===== src/rtl/fp_pkg.sv =====
// Shared definitions for the fixed-point multiply/align stages.
package fp_pkg;

  typedef enum logic [1:0] {IDLE, CALC, DONE} state_t;

  // Default Qi.f formats for operand a, operand b and result c
  localparam int I1 = 2;
  localparam int F1 = 14;
  localparam int I2 = 2;
  localparam int F2 = 14;
  localparam int I3 = 2;
  localparam int F3 = 14;

  localparam int W1 = I1 + F1;
  localparam int W2 = I2 + F2;
  localparam int W3 = I3 + F3;
  localparam int PW = W1 + W2;
  localparam int PF = F1 + F2;

  // Width of the saturation-limit comparison; aligned magnitudes must fit
  localparam int LIMW = 64;

  // Largest magnitude representable in a w-bit result.
  // Signed: 2^(w-1)-1 positive, 2^(w-1) negative. Unsigned: 2^w-1.
  function automatic logic [LIMW-1:0] q_limit(input int w, input logic sgn,
                                               input logic neg);
    logic [LIMW-1:0] one;
    one = 1;
    if (!sgn)      return (one << w) - one;
    else if (neg)  return one << (w - 1);
    else           return (one << (w - 1)) - one;
  endfunction

endpackage


===== src/rtl/fp_align_sat.sv =====
// Aligns an unsigned full-precision magnitude to the output Q format,
// saturates it against the signed/unsigned range and applies the sign.
module fp_align_sat
  import fp_pkg::*;
#(
  parameter int MW = PW,   // magnitude width
  parameter int MF = PF,   // magnitude fraction bits
  parameter int WC = W3,   // result width
  parameter int FC = F3    // result fraction bits
) (
  input  logic [MW-1:0] mag,
  input  logic          neg,
  input  logic          sign,
  output logic [WC-1:0] c,
  output logic          overflow,
  output logic          underflow
);

  localparam int SH = (MF > FC) ? MF - FC : 0;
  localparam int LS = (FC > MF) ? FC - MF : 0;
  localparam int AW = MW + LS;

  logic [AW-1:0]   aligned;
  logic [WC-1:0]   low;
  logic [LIMW-1:0] limit;
  logic            neg_nz;

  // Truncation toward zero drops low bits; a left shift loses nothing
  generate
    if (MF > FC) begin : g_trunc
      assign aligned   = mag >> SH;
      assign underflow = |mag[SH-1:0];
    end else begin : g_ext
      assign aligned   = AW'(mag) << LS;
      assign underflow = 1'b0;
    end
  endgenerate

  // Range check and sign application; a zero magnitude is never negative
  always_comb begin
    neg_nz   = neg && (aligned != '0);
    limit    = q_limit(WC, sign, neg_nz);
    overflow = LIMW'(aligned) > limit;
    low      = WC'(aligned);
    if (overflow) begin
      if (!sign)      c = '1;
      else if (neg_nz) c = {1'b1, {(WC-1){1'b0}}};
      else            c = {1'b0, {(WC-1){1'b1}}};
    end else begin
      c = neg_nz ? -low : low;
    end
  end

endmodule


===== src/rtl/fp_mul_seq.sv =====
// Radix-2 shift-add fixed-point multiplier, one bit of |b| per cycle,
// with valid/ready on both sides and a saturating aligned result.
module fp_mul_seq
  import fp_pkg::*;
#(
  parameter int i1 = I1,
  parameter int f1 = F1,
  parameter int i2 = I2,
  parameter int f2 = F2,
  parameter int i3 = I3,
  parameter int f3 = F3
) (
  input  logic             clk,
  input  logic             rst,
  input  logic             in_valid,
  output logic             in_ready,
  input  logic [i1+f1-1:0] a,
  input  logic             s1,
  input  logic [i2+f2-1:0] b,
  input  logic             s2,
  output logic             out_valid,
  input  logic             out_ready,
  output logic [i3+f3-1:0] c,
  output logic             sign,
  output logic             overflow,
  output logic             underflow
);

  localparam int WA = i1 + f1;
  localparam int WB = i2 + f2;
  localparam int WC = i3 + f3;
  localparam int WP = WA + WB;
  localparam int FP = f1 + f2;
  localparam int CW = (WB > 1) ? $clog2(WB) : 1;

  state_t          state, state_nx;
  logic [WP-1:0]   a_sh, acc, acc_nx;
  logic [WB-1:0]   b_sh;
  logic [CW-1:0]   cnt;
  logic            neg_r, sign_r, last;
  logic            a_neg, b_neg;
  logic [WA-1:0]   a_mag;
  logic [WB-1:0]   b_mag;
  logic [WC-1:0]   c_nx;
  logic            ovf_nx, unf_nx;

  // Operand magnitudes; the most-negative value maps to 2^(W-1), still W bits
  assign a_neg  = s1 && a[WA-1];
  assign b_neg  = s2 && b[WB-1];
  assign a_mag  = a_neg ? -a : a;
  assign b_mag  = b_neg ? -b : b;
  assign last   = (cnt == CW'(WB - 1));
  assign acc_nx = b_sh[0] ? acc + a_sh : acc;

  // Final partial sum goes straight into alignment so DONE has the result
  fp_align_sat #(.MW(WP), .MF(FP), .WC(WC), .FC(f3)) u_align (
    .mag       (acc_nx),
    .neg       (neg_r),
    .sign      (sign_r),
    .c         (c_nx),
    .overflow  (ovf_nx),
    .underflow (unf_nx)
  );

  // State register
  always_ff @(posedge clk or posedge rst) begin
    if (rst) state <= IDLE;
    else     state <= state_nx;
  end

  // Next-state logic
  always_comb begin
    state_nx = state;
    case (state)
      IDLE:    if (in_valid)  state_nx = CALC;
      CALC:    if (last)      state_nx = DONE;
      DONE:    if (out_ready) state_nx = IDLE;
      default:                state_nx = IDLE;
    endcase
  end

  // Handshake outputs decoded from state
  always_comb begin
    in_ready  = (state == IDLE);
    out_valid = (state == DONE);
  end

  // Datapath: capture on accept, shift-add in CALC, register result on exit
  always_ff @(posedge clk or posedge rst) begin
    if (rst) begin
      a_sh      <= '0;
      b_sh      <= '0;
      acc       <= '0;
      cnt       <= '0;
      neg_r     <= 1'b0;
      sign_r    <= 1'b0;
      c         <= '0;
      sign      <= 1'b0;
      overflow  <= 1'b0;
      underflow <= 1'b0;
    end else begin
      case (state)
        IDLE: if (in_valid) begin
          a_sh   <= WP'(a_mag);
          b_sh   <= b_mag;
          acc    <= '0;
          cnt    <= '0;
          neg_r  <= a_neg ^ b_neg;
          sign_r <= s1 | s2;
        end
        CALC: begin
          acc  <= acc_nx;
          a_sh <= a_sh << 1;
          b_sh <= b_sh >> 1;
          cnt  <= cnt + 1'b1;
          if (last) begin
            c         <= c_nx;
            sign      <= sign_r;
            overflow  <= ovf_nx;
            underflow <= unf_nx;
          end
        end
        default: ;
      endcase
    end
  end

endmodule


===== config.mk =====
export PLATFORM = sky130hd
export DESIGN_NAME = fp_mul_seq
export DESIGN_NICKNAME = d
export VERILOG_FILES = /design/src/rtl/fp_pkg.sv /design/src/rtl/fp_align_sat.sv /design/src/rtl/fp_mul_seq.sv
export SDC_FILE = /design/constraint.sdc
export NUM_CORES = 1
export LEC_CHECK = 0
export ABC_CLOCK_PERIOD_IN_PS = 5900
export CAP_MARGIN = 20
export CORE_UTILIZATION = 30
export DETAILED_ROUTE_END_ITERATION = 7
export PLACE_DENSITY = 0.58
export SETUP_SLACK_MARGIN = 0.1
export SYNTH_ARGS = -nofsm -noshare
export SYNTH_HDL_FRONTEND = slang
export SYNTH_SLANG_ARGS = --single-unit
export TNS_END_PERCENT = 1

===== constraint.sdc =====
create_clock -name clk -period 5.9 [get_ports clk]
set_input_delay 1.18 -clock clk [delete_from_list [all_inputs] [get_ports clk]]
set_output_delay 1.18 -clock clk [all_outputs]
set_load 0.03 [all_outputs]

==> impl_metrics.csv, run 1 <==
group,metric,value,unit
power_and_ir_drop,ir_drop,0.000208,V
hold_path,whs_endpoint,"sign$_DFFE_PP0P_",
die,dieArea,28300,µm²
critical_path,r2r_start,"a_sh[4]$_DFFE_PP0P_",
detailed_routing,drt_pass1_iterations,5,
synth,yosys_warnings,0,
hold_path,min_delay_path_depth,2,
clock_network,clockBufferDepth,2,
die,die_w,168,µm
layout,drive_gt1_frac,0.0782,
critical_path,rr_endpoint,"c[4]$_DFFE_PP0P_",
clock_network,clkSinkCount,107,
critical_path,cp-end-kind,"register",
synth,ys_top_cells_by_count,"nand2_1 (128), o21ai_0 (109), dfrtp_1 (107), a21oi_1 (59), nor2_1 (58)",
critical_path,worstPathCellList,"ha_1 > and2_4 > a221o_1 > o2111ai_2 > nand2_1 > a21oi_1 > xor2_1 > o21a_1 > ha_1 > a21boi_1 > o211ai_2 > o41ai_2 > and2_1 > ha_1 > o31a_1 > and4_1 > nand3_1 > o32a_2 > nand3_4 > nor3_4 > buf_4 > a221o_1",
synth,synth_nets,1064,
synth,synth-async-reset-ratio,1.00,
critical_path,reg2reg_depth,22,
sta,fmax,182,MHz
grt,grt_pass1_vias,7536,
flow_run,cap_viol_max_count,0,
critical_path,path_buf_inv,1,
grt,grt_pass1_wl,39800,µm
clock_network,htree_levels,3,
synth,syn_inst,987,
layout,areaGrowthSynthToFinish,15.7,%
detailed_routing,drc,0,
sta,fin_crit_sh,0.933,
hold_path,hp-start,"sign$_DFFE_PP0P_",
clock_network,hold_buffers,0,
synth,synth_cell_types,94,
detailed_routing,routed_wl,24400,µm
critical_path,crit_type,"register to register",
critical_path,required,6.16,ns
detailed_routing,vias,7735,
synth,synthDominantCellAreaShare,0.323,
sta,finalHoldViolations,0,
critical_path,start_kind,"register",
detailed_routing,drt_iter0_markers,536,
die,core_region_area,27000,µm²
sta,setup_viol,0,
synth,netlist_area,8280,µm²
clock_network,cts_tree,"done",
place,routabilityCongestion,0.947,
synth,synth_ff_type,"dfrtp_1",
critical_path,crit_slowest_cell,"o32a_2",
detailed_routing,detail-route-antenna-nets,0,
critical_path,cp_slowest_stage_delay,0.42,ns
critical_path,crit_top_cell,"ha_1",
critical_path,crit_fanout,8,
layout,antenna_cells,0,
die,io_pins,59,
sta,max_slew.worst_pin.slew,0.964,ns
power_and_ir_drop,p_total,6370,µW
synth,synth_area_leaders,"dfrtp_1 (32%), o21ai_0 (6.6%), nand2_1 (5.8%), ha_1 (5.7%), a21oi_1 (3.6%)",
synth,yosys.cell_count.top_type,"nand2_1",
sta,drv_slew,0,
synth,ys_seq_elements,107,
critical_path,crit_family,"compound AO/OA/AOI/OAI gates",
grt,antenna_found_initial,0,
synth,yosysSeqAreaShare,0.323,
grt,overflow,0,
sta,setup_tns,0,ns
clock_network,cts-buffers-inserted,9,
detailed_routing,via_per_inst,5.67,
critical_path,critical_path_arrival,5.76,ns
outcome,status,"completed",
die,die_height,168,µm
critical_path,rrSetupSlack,0.39,ns
sta,finalCriticalPeriod,5.51,ns
die,fp-row-count,60,
sta,skew,0.0108,ns
power_and_ir_drop,powerDensity,665,nW/µm²
clock_network,cts-root-buf,"clkbuf_16",
detailed_routing,wl_per_cell,17.9,µm
layout,nNetsFinal,1095,
sta,relSlewSlack,0.341,
sta,rsz0062_at_grt,"no",
place,post-dp-hpwl,18200,µm
grt,grt_max_degree,79,
grt,groute.usage.overall,0.177,
synth,synth_top_area_cell,"dfrtp_1",
synth,synth_edf_count,0,
power_and_ir_drop,power_leakage,0.00382,µW
clock_network,clock_latency,0.37,ns
hold_path,hold_path_class,"register to register",
die,start_util,0.306,
place,io_buffer_count,58,
critical_path,worst-path-stages,22,
clock_network,clkSlewWorstSetupHoldPaths,0.09,ns
synth,synth_area_per_cell,8.39,µm²
-- where the power goes --
group | total [µW] | switching, µW | leakage (µW) | internal [µW]
Sequential | 1400 | 321 | 0.00136 | 1080
Clock | 650 | 342 | 0.000152 | 308
Combinational | 4320 | 2700 | 0.00230 | 1620
-- through the flow --
step,instance area [µm²],setup WS [ns],util,std cells,hold WS [ns]
finish,9580,0.393,0.354,1364,0.485
global route,9580,0.108,0.354,1364,0.529
CTS,9470,0.232,0.351,1359,0.491
detailed placement,9160,0.261,0.339,1343,0.469
global placement,9160,0.463,0.339,1343,0.470
floorplan,8280,0.742,-,987,0.458
-- flip-flops by register name, indices dropped and copies added (netlist names) --
| signal | flops |
|---|---|
| a_sh | 32 |
| sign_r | 1 |
| neg_r | 1 |
| cnt | 4 |
| underflow | 1 |
| b_sh | 16 |
| overflow | 1 |
| state | 2 |
| acc | 32 |
| sign | 1 |
| c | 16 |
-- placed cells by master (no fill, tap or decap), types with 11 or more instances in the layout --
cell type	netlist	final
a22oi_1	30	30
xnor2_1	31	31
nor3_1	26	26
a21oi_1	59	59
nand3_1	31	31
dfrtp_1	107	106
clkdlybuf4s50_1	0	58
ha_1	38	38
inv_1	20	19
nand2_1	128	128
o31ai_1	11	11
nor2_1	58	57
o21ai_0	109	109
nor2b_1	14	13
xor2_1	25	25
a211oi_1	11	11
buf_4	2	17
nand4_1	17	17
a31oi_1	13	13
a21o_1	12	12
a221o_1	17	17
-- final cells by class --
| type | instances | area (µm²) |
|---|---|---|
| Clock buffer | 9 | 225 |
| Clock inverter | 7 | 91.3 |
| Fill cell | 2880 | 17400 |
| Inverter | 21 | 81.3 |
| Multi-Input combinational cell | 801 | 5290 |
| Sequential cell | 107 | 2680 |
| Tap cell | 341 | 427 |
| Timing Repair Buffer | 78 | 783 |
-- cell families (layout without fill, tap and decap cells) --
group / after synthesis / count (layout) / share of synthesized area
compound gates: 348 / 348 / 0.292
simple gates: 345 / 345 / 0.208
flops: 107 / 107 / 0.323
buf+inv: 79 / 115 / 0.0413
xor+xnor: 56 / 56 / 0.0593
fa+ha+maj: 39 / 39 / 0.0599
mux: 13 / 13 / 0.0162
-- worst max-delay path by stage --
stage,from,to
after floorplan,a_sh[4]$_DFFE_PP0P_,c[5]$_DFFE_PP0P_
after global placement,a_sh[4]$_DFFE_PP0P_,c[10]$_DFFE_PP0P_
after detailed placement,a_sh[4]$_DFFE_PP0P_,c[0]$_DFFE_PP0P_
after CTS,a_sh[4]$_DFFE_PP0P_,c[4]$_DFFE_PP0P_
after global routing,a_sh[8]$_DFFE_PP0P_,c[3]$_DFFE_PP0P_
final,a_sh[4]$_DFFE_PP0P_,c[4]$_DFFE_PP0P_
-- metal layers --
metal	vias to the layer above	global-route usage	routed length (µm)
li1	3751	-	-
met1	3727	0.233	11100
met2	214	0.294	11500
met3	43	0.0209	1090
met4	0	0.0727	779
met5	-	0	0
-- worst min-delay path, cell delays in order, from the launching register on --
cell	delay, ns
dfrtp_1	0.35
nand2_1	0.05
nand2_1	0.06
-- what timing repair did --
action / 4_1_cts / 5_1_grt
setup buffers: 0 / 2
endpoints found under the setup margin: 0 / 16
resized for setup: 0 / 4
Power figures use the tool's default switching activity.
==> run 2, diff against run 1 <==
Settings changed: SETUP_SLACK_MARGIN 0.1 to 0.5.
==> run 2 against run 1 <==
Routed wire length is 0.88% higher. Worst hold slack gained 0.00054 ns. Non-clock buffer count grew 10. Clock-buffer cell count did not move. Worst setup slack improved by 0.26 ns. Largest cell class unchanged. Total power increased by 2.8%. Clock skew grew 0.0011 ns. Fmax increased by 5.0%. First-iteration DRC count rose by 1.5%. Cell count grew 0.73%. Sequential share of layout area shrank 0.59 points.
==> impl_metrics.csv, run 2 (synthesis gave the netlist of run 1 again) <==
group,metric,value,unit
critical_path,path_buf_inv,2,
power_and_ir_drop,power_frac_clock,0.099,
critical_path,critical_path_arrival,5.50,ns
detailed_routing,drc,0,
detailed_routing,vias,7858,
critical_path,startpoint,"a_sh[0]$_DFFE_PP0P_",
layout,layout_commonest_cell,"nand2_1",
grt,antenna_found_initial,0,
hold_path,hold_path_class,"register to register",
die,core_region_area,27000,µm²
detailed_routing,drt_iter0_markers,544,
die,fp-row-count,60,
critical_path,cp_slowest_stage_delay,0.46,ns
power_and_ir_drop,p_total,6550,µW
critical_path,worstPathCellList,"ha_2 > fa_2 > a211oi_4 > o21ai_4 > a21o_1 > a2111o_1 > or2_4 > a2111oi_4 > o211ai_2 > nor4_4 > nand2b_4 > inv_2 > ha_1 > nand2_1 > or3_1 > o32a_4 > nand3_4 > nor3_4 > buf_12 > a221o_1",
grt,overflow,0,
die,die_w,168,µm
place,routabilityCongestion,0.947,
power_and_ir_drop,comb_power_share,0.687,
sta,drv_slew,0,
die,io_pins,59,
layout,nNetsFinal,1105,
sta,setup_tns,0,ns
layout,nFillCells,2857,
clock_network,cts-root-buf,"clkbuf_16",
power_and_ir_drop,sw_frac_of_total,0.523,
power_and_ir_drop,powerDensity,669,nW/µm²
die,start_util,0.306,
critical_path,crit_fanout,14,
detailed_routing,via_per_inst,5.72,
power_and_ir_drop,ir_drop,0.000228,V
place,post-dp-hpwl,18200,µm
sta,rsz0062_at_grt,"yes",
clock_network,clkSinkCount,107,
clock_network,cts-buffers-inserted,9,
layout,fin_util,0.362,
clock_network,htree_levels,3,
grt,grt_pass1_vias,7551,
grt,grt_max_degree,79,
sta,fin_crit_sh,0.889,
detailed_routing,drt_pass1_iterations,5,
grt,groute.usage.overall,0.177,
detailed_routing,wl_per_cell,17.9,µm
power_and_ir_drop,p_switching,3430,µW
layout,top_regs,"a_sh x32, acc x32",
sta,relSlewSlack,0.268,
clock_network,cts_tree,"done",
layout,areaGrowthSynthToFinish,18.2,%
sta,max_slew.worst_pin.slew,1.07,ns
critical_path,crit_slowest_cell,"a2111oi_4",
clock_network,hold_buffers,0,
outcome,status,"completed",
die,die_height,168,µm
sta,finalHoldViolations,0,
place,io_buffer_count,58,
critical_path,crit_type,"register to register",
detailed_routing,routed_wl,24600,µm
sta,fmax,191,MHz
layout,layout_common_cells,"nand2_1 (128), dfrtp_1 (106), o21ai_0 (105)",
clock_network,clock_latency,0.37,ns
clock_network,clkSlewWorstSetupHoldPaths,0.09,ns
power_and_ir_drop,power_frac_seq,0.214,
sta,setup_viol,0,
die,dieArea,28300,µm²
power_and_ir_drop,internal_power,3120,µW
sta,skew,0.0119,ns
clock_network,clockBufferDepth,2,
critical_path,required,6.16,ns
power_and_ir_drop,power_leakage,0.00387,µW
layout,drive_gt1_frac,0.103,
hold_path,hp-start,"sign$_DFFE_PP0P_",
layout,antenna_cells,0,
critical_path,r2r_start,"a_sh[0]$_DFFE_PP0P_",
grt,grt_pass1_wl,40000,µm
sta,finalCriticalPeriod,5.25,ns
critical_path,start_kind,"register",
critical_path,crit_family,"compound AO/OA/AOI/OAI gates",
flow_run,cap_viol_max_count,0,
critical_path,cp-end-kind,"register",
detailed_routing,detail-route-antenna-nets,0,
## run 2: layer usage
layer,up-vias,global-route usage,part of all wire,wire length [µm]
met4,0,0.0727,0.034,826
met1,3790,0.234,0.45,11100
met2,232,0.295,0.47,11600
li1,3791,-,-,-
met5,-,0,0,0
met3,45,0.0209,0.044,1100
## run 2: cell type report
cell class	count	area (µm²)	area share
multi-input combinational	801	5400	0.552
sequential	107	2680	0.274
timing repair buffer	88	883	0.0903
tap	341	427	0.0436
clock buffer	9	225	0.0230
clock inverter	7	91.3	0.00934
inverter	21	81.3	0.00831
## run 2: power by group through the flow
stage	clock network [µW]	registers, µW	logic [µW]
finish	650	1400	4500
global route	689	1450	4910
CTS	663	1400	4310
detailed placement	0	1410	4220
global placement	0	1410	4210
floorplan	0	1400	3030
## run 2: repair_timing
action / in CTS / in global routing
pin swaps: 1 / 14
resized for setup: 4 / 25
setup buffers: 4 / 8
endpoints found under the setup margin: 16 / 17
## run 2: worst paths after layout
kind	endpoint	slack [ns]	depth (start not counted)
min	sign$_DFFE_PP0P_	0.49	2
max in group asynchronous	acc[31]$_DFFE_PP0P_	3.99	3
min reg2reg	sign$_DFFE_PP0P_	0.49	2
max reg2reg	c[4]$_DFFE_PP0P_	0.65	20
max	c[4]$_DFFE_PP0P_	0.65	20
min in group asynchronous	b_sh[3]$_DFFE_PP0P_	1.15	2
## run 2: worst min-delay path: cells and delay by family (launching register included)
| kind | cells | cell delay, ns |
|---|---|---|
| simple gates | 2 | 0.11 |
| flops | 1 | 0.35 |
## run 2: metrics by stage
step / instances / cell area, µm² / setup slack (ns) / hold slack (ns)
floorplan: 987 / 8280 / 0.742 / 0.458
CTS: 1363 / 9530 / 0.502 / 0.491
detailed placement: 1343 / 9160 / 0.261 / 0.469
global placement: 1343 / 9160 / 0.463 / 0.470
global route: 1374 / 9780 / 0.464 / 0.529
finish: 1374 / 9780 / 0.653 / 0.486
==> run 3, diff against run 2 <==
Settings changed: DONT_BUFFER_PORTS set to 1, PLACE_DENSITY 0.58 to 0.56.
==> run 3 against run 2 <==
Critical path type unchanged. Total power down 1.9%. Global-route usage down 0.12 points. Non-clock buffer count down 60. Register-to-register slack better by 0.03 ns. Via count down 3.5%. Die area unchanged.
==> impl_metrics.csv, run 3 (synthesis gave the netlist of run 1 again) <==
group,metric,value,unit
layout,fin_util,0.338,
layout,antenna_cells,0,
clock_network,hold_buffers,0,
critical_path,required,6.15,ns
critical_path,crit_slowest_cell,"dfrtp_1",
layout,layout_commonest_cell,"nand2_1",
critical_path,start_kind,"register",
critical_path,crit_type,"register to register",
sta,relSlewSlack,0.350,
power_and_ir_drop,ir_drop,0.000220,V
detailed_routing,detail-route-antenna-nets,0,
sta,fmax,192,MHz
sta,finalCriticalPeriod,5.22,ns
layout,nFillCells,2819,
layout,layout_common_cells,"nand2_1 (128), o21ai_0 (107), dfrtp_1 (106)",
critical_path,crit_family,"compound AO/OA/AOI/OAI gates",
grt,grt_pass1_vias,7271,
place,io_buffer_count,0,
sta,setup_viol,0,
critical_path,worstPathCellList,"ha_2 > fa_2 > a211oi_2 > o21ai_2 > a21o_1 > a2111o_1 > or2_4 > a2111oi_4 > o211ai_2 > nor4_4 > nand2b_4 > inv_2 > ha_1 > nand2_1 > or3_1 > o32a_2 > nand3_4 > nor3_4 > buf_4 > a221o_1",
grt,grt_pass1_wl,39600,µm
detailed_routing,drc,0,
critical_path,cp-end-kind,"register",
die,die_height,168,µm
sta,skew,0.0102,ns
die,start_util,0.306,
place,routabilityCongestion,0.942,
sta,drv_slew,0,
detailed_routing,wl_per_cell,18.8,µm
detailed_routing,via_per_inst,5.77,
clock_network,cts_tree,"done",
detailed_routing,routed_wl,24700,µm
layout,areaGrowthSynthToFinish,10.3,%
die,io_pins,59,
clock_network,clkSinkCount,107,
power_and_ir_drop,powerDensity,704,nW/µm²
clock_network,clock_latency,0.36,ns
sta,fin_crit_sh,0.885,
sta,finalHoldViolations,0,
die,dieArea,28300,µm²
clock_network,clockBufferDepth,2,
layout,top_regs,"a_sh x32, acc x32",
grt,groute.usage.overall,0.176,
layout,nNetsFinal,1045,
die,die_w,168,µm
die,core_region_area,27000,µm²
flow_run,cap_viol_max_count,0,
detailed_routing,drt_pass1_iterations,5,
grt,overflow,0,
clock_network,clkSlewWorstSetupHoldPaths,0.08,ns
power_and_ir_drop,p_total,6430,µW
detailed_routing,drt_iter0_markers,494,
critical_path,critical_path_arrival,5.47,ns
clock_network,htree_levels,3,
critical_path,cp_slowest_stage_delay,0.41,ns
grt,grt_max_degree,74,
place,post-dp-hpwl,18000,µm
critical_path,path_buf_inv,2,
hold_path,hold_path_class,"register to register",
layout,drive_gt1_frac,0.110,
outcome,status,"completed",
sta,rsz0062_at_grt,"yes",
detailed_routing,vias,7581,
clock_network,cts-root-buf,"clkbuf_16",
power_and_ir_drop,power_leakage,0.00363,µW
die,fp-row-count,60,
critical_path,crit_fanout,8,
grt,antenna_found_initial,0,
clock_network,cts-buffers-inserted,9,
sta,setup_tns,0,ns
sta,max_slew.worst_pin.slew,0.951,ns
run 3: changes by cell type in the layout (fill, tap and decap cells not counted), moves of 2 or more:
cell             change
clkdlybuf4s50_1     -58
buf_12               -3
o21ai_1              -3
buf_4                +2
clkinv_8             -2
o21ai_0              +2
o21ai_2              +2
xor2_1               -2
xor2_2               +2
run 3: final cells by class:
class / count / area (µm²) / area share
Clock buffer: 10 / 239 / 0.0262
Clock inverter: 6 / 77.6 / 0.00850
Inverter: 21 / 81.3 / 0.00891
Multi-Input combinational cell: 801 / 5400 / 0.591
Sequential cell: 107 / 2680 / 0.293
Tap cell: 341 / 427 / 0.0467
Timing Repair Buffer: 28 / 230 / 0.0252
run 3: where the power goes:
| group | leakage, µW | switching (µW) | internal [µW] |
|---|---|---|---|
| Combinational | 0.00211 | 2630 | 1620 |
| Clock | 0.000157 | 311 | 349 |
| Sequential | 0.00136 | 442 | 1070 |
run 3: final timing paths:
kind                                     start                  end  slack (ns)  cells past startpoint
max in group asynchronous                  rst  acc[30]$_DFFE_PP0P_        3.98                      2
max                        a_sh[0]$_DFFE_PP0P_     c[3]$_DFFE_PP0P_        0.68                     20
min                         cnt[3]$_DFFE_PP0P_   cnt[3]$_DFFE_PP0P_        0.49                      1
min reg2reg                 cnt[3]$_DFFE_PP0P_   cnt[3]$_DFFE_PP0P_        0.49                      1
max reg2reg                a_sh[0]$_DFFE_PP0P_     c[3]$_DFFE_PP0P_        0.68                     20
min in group asynchronous                  rst  b_sh[3]$_DFFE_PP0P_        0.86                      1
run 3: routing by layer:
layer  vias to the layer above  track usage  wire, µm
met4                         0       0.0577       571
met5                         -            0         0
met3                        31       0.0162       870
met1                      3684        0.237     11500
met2                       209        0.297     11700
li1                       3657            -         -
run 3: repair_timing:
item,in CTS,in global routing
gates resized for setup,3,25
setup endpoints to repair,16,16
pin swaps,2,12
buffers inserted,5,8
hold endpoints to repair,0,0
run 3: per-stage QoR:
step / setup slack [ns] / cell area (µm²) / instances / hold slack (ns)
after floorplan: 0.742 / 8280 / 987 / 0.458
after global placement: 0.447 / 8570 / 1284 / 0.484
after detailed placement: 0.327 / 8570 / 1284 / 0.482
after CTS: 0.512 / 8930 / 1305 / 0.494
after global routing: 0.472 / 9130 / 1314 / 0.498
final: 0.680 / 9130 / 1314 / 0.492
run 3: worst register-to-register path: stages, from the launching register on:
cell and delay [ns]:
dfrtp_1 0.41, ha_2 0.21, fa_2 0.39, a211oi_2 0.29
o21ai_2 0.13, a21o_1 0.20, a2111o_1 0.41, or2_4 0.26
a2111oi_4 0.39, o211ai_2 0.20, nor4_4 0.32, nand2b_4 0.20
inv_2 0.05, ha_1 0.28, nand2_1 0.07, or3_1 0.30
o32a_2 0.38, nand3_4 0.13, nor3_4 0.05, buf_4 0.18
a221o_1 0.27
